$ cat src/rtl/branch_resolve_unit.sv
// Branch resolve unit: in-order prediction queue checked against execute outcomes.
// Define BRU_STATS_EN to build the branch/mispredict statistic counters.
module branch_resolve_unit #(
  parameter int DEPTH        = 4,
  parameter int FLUSH_CYCLES = 2
) (
  input  logic        CLK,
  input  logic        RESET,
  input  logic        Pred_valid,
  input  logic        Pred_taken,
  input  logic [31:0] Pred_addr,
  output logic        Pred_ready,
  input  logic        Res_valid,
  input  logic        Res_taken,
  input  logic [31:0] Res_addr,
  input  logic [31:0] Res_target,
  output logic        Mispredict,
  output logic [31:0] Redirect_addr,
  output logic        Flush,
  output logic        Res_error,
  output logic [31:0] Branch_count,
  output logic [31:0] Mispredict_count
);

  localparam int AW = (DEPTH > 1) ? $clog2(DEPTH) : 1;
  localparam int CW = AW + 1;
  localparam int FW = (FLUSH_CYCLES > 1) ? $clog2(FLUSH_CYCLES) : 1;

  typedef enum logic {
    IDLE  = 1'b0,
    FLUSH = 1'b1
  } state_t;

  state_t state, state_nxt;

  logic [DEPTH-1:0] q_taken;
  logic [31:0]      q_addr [DEPTH];
  logic [AW-1:0]    wr_ptr, rd_ptr;
  logic [CW-1:0]    count;
  logic [FW-1:0]    flush_cnt;

  logic        is_idle, empty, push, pop;
  logic        res_evt, addr_hit, mis_evt, err_evt;
  logic        head_taken;
  logic [31:0] head_addr;

  // Resolution sees the head as it stood at the start of the cycle.
  always_comb begin
    head_taken = q_taken[rd_ptr];
    head_addr  = q_addr[rd_ptr];
    is_idle    = (state == IDLE);
    empty      = (count == '0);
    push       = Pred_valid && Pred_ready;
    res_evt    = is_idle && Res_valid;
    addr_hit   = (head_addr == Res_addr);
    err_evt    = res_evt && (empty || !addr_hit);
    mis_evt    = res_evt && !empty
                 && (!addr_hit || (head_taken != Res_taken));
    pop        = res_evt && !empty && addr_hit
                 && (head_taken == Res_taken);
  end

  always_ff @(posedge CLK or posedge RESET) begin
    if (RESET) state <= IDLE;
    else       state <= state_nxt;
  end

  always_comb begin
    state_nxt = state;
    unique case (state)
      IDLE:  if (mis_evt) state_nxt = FLUSH;
      FLUSH: if (flush_cnt == '0) state_nxt = IDLE;
      default: state_nxt = IDLE;
    endcase
  end

  always_comb begin
    Flush      = (state == FLUSH);
    Pred_ready = is_idle && (count < CW'(DEPTH));
  end

  always_ff @(posedge CLK or posedge RESET) begin
    if (RESET) begin
      flush_cnt <= '0;
    end else if (mis_evt) begin
      flush_cnt <= FW'(FLUSH_CYCLES - 1);
    end else if (state == FLUSH && flush_cnt != '0) begin
      flush_cnt <= flush_cnt - 1'b1;
    end
  end

  // A mispredict squashes every entry, including a same-cycle push.
  always_ff @(posedge CLK or posedge RESET) begin
    if (RESET) begin
      wr_ptr <= '0;
      rd_ptr <= '0;
      count  <= '0;
    end else if (mis_evt) begin
      wr_ptr <= '0;
      rd_ptr <= '0;
      count  <= '0;
    end else begin
      if (push) wr_ptr <= wr_ptr + 1'b1;
      if (pop)  rd_ptr <= rd_ptr + 1'b1;
      unique case ({push, pop})
        2'b10:   count <= count + 1'b1;
        2'b01:   count <= count - 1'b1;
        default: count <= count;
      endcase
    end
  end

  always_ff @(posedge CLK) begin
    if (push) begin
      q_taken[wr_ptr] <= Pred_taken;
      q_addr[wr_ptr]  <= Pred_addr;
    end
  end

  always_ff @(posedge CLK or posedge RESET) begin
    if (RESET) begin
      Mispredict    <= 1'b0;
      Res_error     <= 1'b0;
      Redirect_addr <= '0;
    end else begin
      Mispredict <= mis_evt;
      Res_error  <= err_evt;
      if (mis_evt)
        Redirect_addr <= Res_taken ? Res_target
                                   : Res_addr + 32'd4;
    end
  end

`ifdef BRU_STATS_EN
  always_ff @(posedge CLK or posedge RESET) begin
    if (RESET) begin
      Branch_count     <= '0;
      Mispredict_count <= '0;
    end else begin
      if ((pop || mis_evt) && Branch_count != '1)
        Branch_count <= Branch_count + 1'b1;
      if (mis_evt && Mispredict_count != '1)
        Mispredict_count <= Mispredict_count + 1'b1;
    end
  end
`else
  assign Branch_count     = '0;
  assign Mispredict_count = '0;
`endif

endmodule

$ cat config.mk
export PLATFORM = sky130hd
export DESIGN_NAME = branch_resolve_unit
export DESIGN_NICKNAME = d
export VERILOG_FILES = /design/src/rtl/branch_resolve_unit.sv
export SDC_FILE = /design/constraint.sdc
export NUM_CORES = 1
export LEC_CHECK = 0
export CAP_MARGIN = 30
export CORE_MARGIN = 10
export CORE_UTILIZATION = 35
export CTS_CLUSTER_SIZE = 20
export DETAILED_ROUTE_END_ITERATION = 16
export MAX_ROUTING_LAYER = met4
export PLACE_DENSITY = 0.59
export SYNTH_ARGS = -nofsm -noshare
export SYNTH_HDL_FRONTEND = slang
export SYNTH_SLANG_ARGS = --single-unit
$ cat constraint.sdc
create_clock -name CLK -period 5.6 [get_ports CLK]
set_input_delay 0.84 -clock CLK [delete_from_list [all_inputs] [get_ports CLK]]
set_output_delay 0.84 -clock CLK [all_outputs]
set_load 0.01 [all_outputs]
==> flow_summary.json, run 1 <==
{
  "cts_sinks": 175,
  "finalSetupViolCount": 0,
  "grtUsageTotal_pct": 15.1,
  "final_area_um2": 11100,
  "outcome": "finished, final reports clean",
  "die_h_um": 181,
  "postSynthAreaPerCell_um2": 13.1,
  "cap_viol_max_count": 0,
  "synth_edf_count": 132,
  "ios": 202,
  "min_path_cells": 2,
  "final_hold_viol_count": 0,
  "crit_path_max_fanout": 37,
  "max-vdd-ir-drop_mv": 0.196,
  "grt_max_degree": 49,
  "initial_core_util_pct": 35.8,
  "grt_pass1_vias": 6146,
  "period_needed_ns": 3.71,
  "core_um2": 25300,
  "holdPathEnd": "Flush",
  "pwr_density_cell_nw_per_um2": 385,
  "end_kind": "flip-flop",
  "holdBufCountCts": 0,
  "crit_type": "flip-flop to flip-flop",
  "yosysUniqueCellTypes": 56,
  "dpl.hpwl_mm": 18.2,
  "ant_nets": 0,
  "drt_iter0_drc": 470,
  "ys_seq_elements": 175,
  "slew_viol_final": 0,
  "gp_congestion": 0.842,
  "cts_setup_buffers": 0,
  "worstHoldStart": "flush_cnt",
  "vias": 5933,
  "layout_commonest_cell": "clkdlybuf4s50_1",
  "drcViolationCount": 0,
  "max-slew-margin-rel_pct": 59.1,
  "dieArea_um2": 32600,
  "wirelength_mm": 24.5,
  "ctsRootBufferMaster": "clkbuf_16",
  "vias_per_cell": 5.11,
  "overflow": 0,
  "finalCritPeriodShare_pct": 66.3,
  "ff2ff_path_depth": 10,
  "synth-main-ff-cell": "edfxtp_1",
  "worstSetupStartpointType": "flip-flop",
  "portBuffers": 137,
  "drt_first_pass_iters": 6,
  "post_drt_wl_per_cell_um": 21.1,
  "worst_pin_slew_ns": 0.609,
  "yosysSeqAreaShare_pct": 55.8,
  "cts_max_level": 4,
  "clock_path_buffers": 2,
  "r2r-start": "rd_ptr[0]",
  "cts_resized": 0,
  "cp.required_ns": 5.92,
  "r2r_setup_slack_ns": 1.89,
  "arrival_ns": 4.03,
  "hold_class": "flip-flop to flip-flop",
  "dpl.cell_count": 1126,
  "cts_buffers": 17,
  "stdcell_count": 1161,
  "syn_to_final_growth_pct": 22.4,
  "syn-cell-area_um2": 9030,
  "synth_warnings": 0,
  "maxClockFrequency_ghz": 0.270,
  "final_util_pct": 43.8,
  "drive_gt1_share_pct": 11.5,
  "p_leak_nw": 3.82,
  "placed_area_um2": 10400,
  "clk_latency_ns": 0.43,
  "clk_pin_slew_ns": 0.07,
  "final_cell_mix": "clkdlybuf4s50_1, edfxtp_1, conb_1, nand2_1, xnor2_1",
  "nets": 923,
  "reg2reg_to": "count[1]",
  "async_flop_share_pct": 24.6,
  "netlist_instances": 692,
  "antenna_found_initial": 3,
  "chipWidth_um": 181,
  "cts_tree": "yes",
  "final.setup.tns_ns": 0,
  "rsz0062_at_grt": "false",
  "grt_pass1_wl_mm": 37.1,
  "num_rows": 58,
  "clock_skew_ns": 0.0115
}
-- report_power, final --
part | switching [mW] | internal [mW] | total (mW)
logic | 0.634 | 0.576 | 1.21
registers | 0.156 | 1.70 | 1.86
clock network | 0.554 | 0.636 | 1.19
total | 1.34 | 2.91 | 4.26
-- worst max-delay path, stage by stage, from the launching register on --
cell     delay [ns]
dfrtp_2        0.37
buf_12         0.27
mux4_2         0.58
xnor2_1        0.25
nand4_2        0.18
or4_4          0.74
nor3_2         0.28
fa_1           0.46
nand2_1        0.08
a21oi_1        0.06
a221o_1        0.26
-- stage by stage --
stage | hold WS, ns | total power, mW | setup WS [ns]
2_1_floorplan | 0.453 | 2.55 | 2.16
3_3_place_gp | 0.464 | 3.09 | 1.70
3_5_place_dp | 0.487 | 3.11 | 1.67
4_1_cts | 0.504 | 4.30 | 1.85
5_1_grt | 0.547 | 4.48 | 1.71
6_report | 0.498 | 4.26 | 1.89
-- metal layers --
metal	track usage [%]	share of wire, %	vias to the layer above
met3	4.48	7.9	29
met1	18.6	42	2913
li1	-	-	2765
met2	23.6	48	226
met4	4.36	1.6	0
met5	-	0	-
-- cells by family after synthesis --
kind of cell               Yosys count  share of synthesized area [%]
adders and majority gates            6                          0.914
DFF                                175                           55.8
xor gates and xnor gates            57                           5.61
muxes                               44                           9.45
AOI/OAI and AO/OA                   93                           7.44
and+or+nand+nor                    197                           12.3
buffers and inverters              119                           8.46
other                                1                         0.0415
-- cell type report --
type                       count  area (um2)
antenna                        3        7.51
clock buffer                  17         425
fill                        2301       14200
inverter                       9        33.8
tap                          330         413
clock inverter                15         180
timing repair buffer         151        1480
multi-input combinational    461        3470
sequential                   175        5040
-- sequential cells by signal, indices dropped and copies added, names as in the netlist --
name           flops
Redirect_addr     32
Flush              1
q_taken            4
flush_cnt          1
wr_ptr             2
rd_ptr             2
count              3
q_addr           128
Mispredict         1
Res_error          1
-- worst max-delay path by stage --
stage                  from       end  slack [ns]
2_1_floorplan     rd_ptr[1]  count[1]        2.16
3_3_place_gp   Res_addr[20]  count[1]        1.70
3_5_place_dp   Res_addr[20]  count[1]        1.67
4_1_cts           rd_ptr[0]  count[1]        1.85
5_1_grt           rd_ptr[0]  count[1]        1.71
6_report          rd_ptr[0]  count[1]        1.89
-- cell usage after synthesis (8+ instances only) --
| cell | count | area (um2) |
|---|---|---|
| o31ai_1 | 10 | 75.1 |
| nand4_1 | 32 | 200 |
| nand3_1 | 29 | 145 |
| mux4_2 | 33 | 743 |
| o211ai_1 | 20 | 150 |
| xnor2_1 | 49 | 429 |
| inv_1 | 8 | 30.0 |
| o21ai_0 | 13 | 65.1 |
| buf_4 | 65 | 488 |
| edfxtp_1 | 132 | 3960 |
| nand2b_1 | 13 | 81.3 |
| or4_1 | 9 | 67.6 |
| clkbuf_1 | 29 | 109 |
| dfrtp_1 | 43 | 1080 |
| mux2i_1 | 11 | 110 |
| nor3_1 | 10 | 50.1 |
| nand2_1 | 52 | 195 |
| nor2_1 | 17 | 63.8 |
(Power assumes the default switching activity.)
==> inputs of run 2 (changes only) <==
- clock period: 5.6 -> 3.8 ns (I/O delays scaled with it)
==> run 2 against run 1 <==
Non-clock buffer count is 9 higher. Hold slack worse by 0.063 ns. Critical path depth stayed put. Via count is 1.2% higher. Largest power group unchanged.
==> flow_summary.json, run 2 (same netlist as run 1, synthesis figures left out) <==
{
  "finalCritPeriodShare_pct": 92.3,
  "finalSetupViolCount": 0,
  "cts_buffers": 17,
  "arrival_ns": 3.83,
  "multi_input_area_um2": 3470,
  "end_kind": "flip-flop",
  "grt_util_met2_pct": 24.0,
  "worstPathCellList": "buf_12 -> mux4_2 -> xnor2_1 -> nand4_1 -> or4_1 -> nor3_2 -> fa_1 -> nand2_1 -> a21oi_1 -> a221o_1",
  "slew_viol_final": 0,
  "crit_path_max_fanout": 31,
  "fin_ws_ns": 0.293,
  "drt_iter0_drc": 519,
  "dpl.cell_count": 1135,
  "grt_max_degree": 49,
  "holdBufCountCts": 0,
  "syn_to_final_growth_pct": 23.6,
  "top_regs": "q_addr (128), Redirect_addr (32), q_taken (4)",
  "dieArea_um2": 32600,
  "cap_viol_max_count": 0,
  "initial_core_util_pct": 35.8,
  "regMostFlops": "q_addr",
  "grt_pass1_wl_mm": 37.9,
  "drcViolationCount": 0,
  "whs_ns": 0.435,
  "cp_slowest_cell": "or4_1",
  "vias_per_cell": 5.13,
  "cts_tree": "yes",
  "cts_resized": 0,
  "clk_pin_slew_ns": 0.08,
  "grtUsageTotal_pct": 15.3,
  "vias": 6005,
  "die_h_um": 181,
  "outcome": "finished, final reports clean",
  "num_rows": 58,
  "portBuffers": 137,
  "core_um2": 25300,
  "grt_pass1_vias": 6157,
  "largest_reg_flops": 128,
  "period_needed_ns": 3.51,
  "dpl_worst_slack_ns": 0.243,
  "hold_class": "input pin to async pin",
  "grt_busiest_layer": "met2",
  "stdcell_count": 1171,
  "total_power_mw": 6.31,
  "ctsRootBufferMaster": "clkbuf_16",
  "maxClockFrequency_ghz": 0.285,
  "clock_skew_ns": 0.0117,
  "overflow": 0,
  "dpl.hpwl_mm": 18.5,
  "chipWidth_um": 181,
  "cts_max_level": 4,
  "ant_nets": 0,
  "ff_latch_area_um2": 5040,
  "final_cell_mix": "clkdlybuf4s50_1, edfxtp_1, conb_1, nand2_1, xnor2_1",
  "pwr_density_cell_nw_per_um2": 565,
  "worstSetupStartpointType": "flip-flop",
  "slowest_delay_ns": 0.58,
  "fillers": 2287,
  "crit_type": "flip-flop to flip-flop",
  "drt_first_pass_iters": 4,
  "clock_path_buffers": 2,
  "cpLargestDelayFamily": "simple AND/OR/NAND/NOR gates",
  "max-slew-margin-rel_pct": 59.6,
  "max-vdd-ir-drop_mv": 0.286,
  "gp_congestion": 0.862,
  "final_hold_viol_count": 0,
  "wirelength_mm": 24.8,
  "use_met1_pct": 18.7,
  "clk_latency_ns": 0.44,
  "path_buf_inv": 1,
  "nets": 932,
  "cts_setup_buffers": 0,
  "antenna_found_initial": 3,
  "p_leak_nw": 3.89,
  "cp.required_ns": 4.12,
  "layout_commonest_cell": "clkdlybuf4s50_1",
  "rsz0062_at_grt": "false",
  "drive_gt1_share_pct": 12.5,
  "post_drt_wl_per_cell_um": 21.1,
  "ios": 202,
  "worst_pin_slew_ns": 0.602,
  "use_met3_pct": 4.68,
  "cts_sinks": 175,
  "final.setup.tns_ns": 0
}
## run 2: cell types whose count changed in the layout (fill, tap and decap cells not counted), sizes merged
cell,previous run,this run
buf,15,24
clkinv,7,5
diode,3,4
inv,12,17
clkinvlp,4,1
## run 2: layout make-up
| class | count | share of cell area (%) |
|---|---|---|
| diodes | 4 | 0.0896 |
| clock buffers | 17 | 3.81 |
| clock inverters | 15 | 1.65 |
| inverters | 9 | 0.303 |
| multi-input cells | 461 | 31.1 |
| flip-flops and latches | 175 | 45.1 |
| well taps | 330 | 3.70 |
| repair buffers | 160 | 14.2 |
## run 2: worst reg2reg max path: stages (launching register included)
cell     delay (ns)
dfrtp_2        0.39
buf_12         0.25
mux4_2         0.58
xnor2_1        0.18
nand4_1        0.24
or4_1          0.58
nor3_2         0.30
fa_1           0.49
nand2_1        0.08
a21oi_1        0.06
a221o_1        0.26
## run 2: stage by stage
step,utilization (%),area [um2]
after detailed placement,41.8,10500
after floorplan,-,9270
after CTS,44.2,11200
after global routing,44.2,11200
after global placement,41.7,10500
final,44.2,11200
## run 2: worst paths after layout
kind | cells after the start | endpoint | slack, ns | startpoint
max | 10 | count[1] | 0.29 | rd_ptr[0]
min | 2 | Redirect_addr[6] | 0.44 | RESET
max reg2reg | 10 | count[1] | 0.29 | rd_ptr[0]
min reg2reg | 2 | Flush | 0.49 | flush_cnt
max in group asynchronous | 3 | rd_ptr[0] | 2.77 | RESET
min in group CLK | 2 | Flush | 0.49 | flush_cnt
## run 2: per-layer routing
metal	wire (um)	part of all wire [%]	vias to the layer above
li1	-	-	2797
met1	10300	42	2959
met2	12200	49	227
met3	1930	7.8	22
met4	364	1.5	0
met5	0	0	-
## run 2: power breakdown
part	total, mW	switching [mW]	internal [mW]
Clock	1.80	0.849	0.951
Sequential	2.73	0.221	2.51
Combinational	1.78	0.925	0.855
Total	6.31	1.99	4.31
==> inputs of run 3 (changes only) <==
- CORE_MARGIN: 10 -> 2
==> run 3 against run 2 <==
Core utilization down 0.15 points. Via count up 1.1%. First-iteration DRC count down 17%. Register-to-register slack worse by 0.095 ns. Clock-buffer cell count up 1. Hold slack better by 0.052 ns. Largest cell class unchanged. Highest routed layer unchanged. Final cell count down 0.17%. Clock skew down 0.0033 ns.
==> flow_summary.json, run 3 (same netlist as run 1, synthesis figures left out) <==
{
  "startpoint": "rd_ptr[0]",
  "portBuffers": 137,
  "finalCritPeriodShare_pct": 94.8,
  "clk_pin_slew_ns": 0.06,
  "drive_gt1_share_pct": 12.3,
  "final_cell_mix": "clkdlybuf4s50_1, edfxtp_1, conb_1, nand2_1, xnor2_1",
  "core_um2": 25300,
  "period_needed_ns": 3.60,
  "grt_max_degree": 49,
  "path_buf_inv": 1,
  "ios": 202,
  "crit_type": "flip-flop to flip-flop",
  "final.setup.tns_ns": 0,
  "clock_skew_ns": 0.00842,
  "ctsRootBufferMaster": "clkbuf_16",
  "finalSetupViolCount": 0,
  "cts_max_level": 4,
  "post_drt_wl_per_cell_um": 19.9,
  "dieArea_um2": 27100,
  "dpl.cell_count": 1137,
  "top_regs": "q_addr (128), Redirect_addr (32), q_taken (4)",
  "drcViolationCount": 0,
  "cts_resized": 0,
  "regMostFlops": "q_addr",
  "slowest_delay_ns": 0.60,
  "wirelength_mm": 23.2,
  "cts_sinks": 175,
  "hold_class": "input pin to async pin",
  "die_h_um": 165,
  "drt_first_pass_iters": 5,
  "rsz0062_at_grt": "false",
  "cp.required_ns": 4.11,
  "largest_reg_flops": 128,
  "dpl.hpwl_mm": 17.0,
  "combPwrFrac_pct": 28.4,
  "syn_to_final_growth_pct": 23.2,
  "drt_iter0_drc": 429,
  "max-vdd-ir-drop_mv": 0.295,
  "vias": 6069,
  "cts_buffers": 17,
  "multi_input_area_um2": 3470,
  "r2r-start": "rd_ptr[0]",
  "antenna_found_initial": 0,
  "cpLargestDelayFamily": "simple AND/OR/NAND/NOR gates",
  "placed_area_um2": 10600,
  "final_util_pct": 44.1,
  "chipWidth_um": 165,
  "ff2ff_path_depth": 10,
  "layout_commonest_cell": "clkdlybuf4s50_1",
  "grt_pass1_wl_mm": 34.6,
  "p_leak_nw": 3.87,
  "maxClockFrequency_ghz": 0.278,
  "crit_path_max_fanout": 10,
  "slew_viol_final": 0,
  "pwr_density_cell_nw_per_um2": 554,
  "clockPowerShare_pct": 27.1,
  "seqPwrFrac_pct": 44.5,
  "antennaDiodeCount": 0,
  "cap_viol_max_count": 0,
  "clock_path_buffers": 2,
  "end_kind": "flip-flop",
  "p_int_mw": 4.27,
  "outcome": "finished, final reports clean",
  "cts_setup_buffers": 0,
  "worstSetupStartpointType": "flip-flop",
  "grt_pass1_vias": 5713,
  "overflow": 0,
  "num_rows": 58,
  "max-slew-margin-rel_pct": 50.7,
  "worstPathCellList": "buf_12 -> mux4_2 -> xnor2_1 -> nand4_1 -> or4_1 -> nor3_2 -> fa_1 -> nand2_1 -> a21oi_1 -> a221o_1",
  "p_switching_mw": 1.89,
  "initial_core_util_pct": 35.8,
  "holdBufCountCts": 0,
  "final_hold_viol_count": 0,
  "cp.depth": 10,
  "vias_per_cell": 5.19,
  "stdcell_count": 1169,
  "r2r_setup_slack_ns": 0.20,
  "arrival_ns": 3.91,
  "ant_nets": 0,
  "worst_pin_slew_ns": 0.734,
  "sw_frac_of_total_pct": 30.7,
  "final_area_um2": 11100,
  "nets": 934,
  "grtUsageTotal_pct": 17.8,
  "ff_latch_area_um2": 5040,
  "fillers": 2293,
  "cts_tree": "yes",
  "cp_slowest_cell": "or4_1",
  "gp_congestion": 0.806,
  "clk_latency_ns": 0.43
}
## run 3: cell types whose count changed in the layout (fill, tap and decap cells not counted), moves of 2 or more
cell      delta
buf_12       +2
clkinv_1     +3
clkinv_8     -2
diode_2      -4
inv_8        -3
## run 3: final timing paths
check | end
worst min register to register | Flush
worst max-delay path | count[1]
worst max register to register | count[1]
max in group asynchronous | Redirect_addr[31]
worst min-delay path | Flush
min in group CLK | Flush
## run 3: power by group through the flow
stage	Clock [mW]	Combinational (mW)	Sequential, mW
after global routing	1.77	1.92	2.80
after CTS	1.70	1.77	2.75
after detailed placement	0	1.76	2.79
after floorplan	0	0.957	2.80
after global placement	0	1.74	2.78
final	1.67	1.75	2.75
## run 3: layout make-up
| class | count | area share (%) |
|---|---|---|
| clock inverter | 14 | 1.17 |
| timing repair buffer | 162 | 14.4 |
| sequential | 175 | 45.3 |
| inverter | 9 | 0.304 |
| tap | 330 | 3.71 |
| clock buffer | 18 | 3.86 |
| multi-input combinational | 461 | 31.2 |
## run 3: per-stage QoR
stage	total power [mW]	hold slack (ns)	setup slack [ns]
finish	6.17	0.487	0.197
global route	6.49	0.525	0.0366
CTS	6.22	0.488	0.136
detailed placement	4.55	0.473	0.154
global placement	4.52	0.463	0.187
floorplan	3.76	0.453	0.360
## run 3: per-layer routing
layer	vias up	GRT usage [%]	wire [um]
met1	3001	24.2	10300
met4	0	4.90	287
met5	-	-	0
met2	265	27.5	10900
li1	2786	-	-
met3	17	3.42	1670
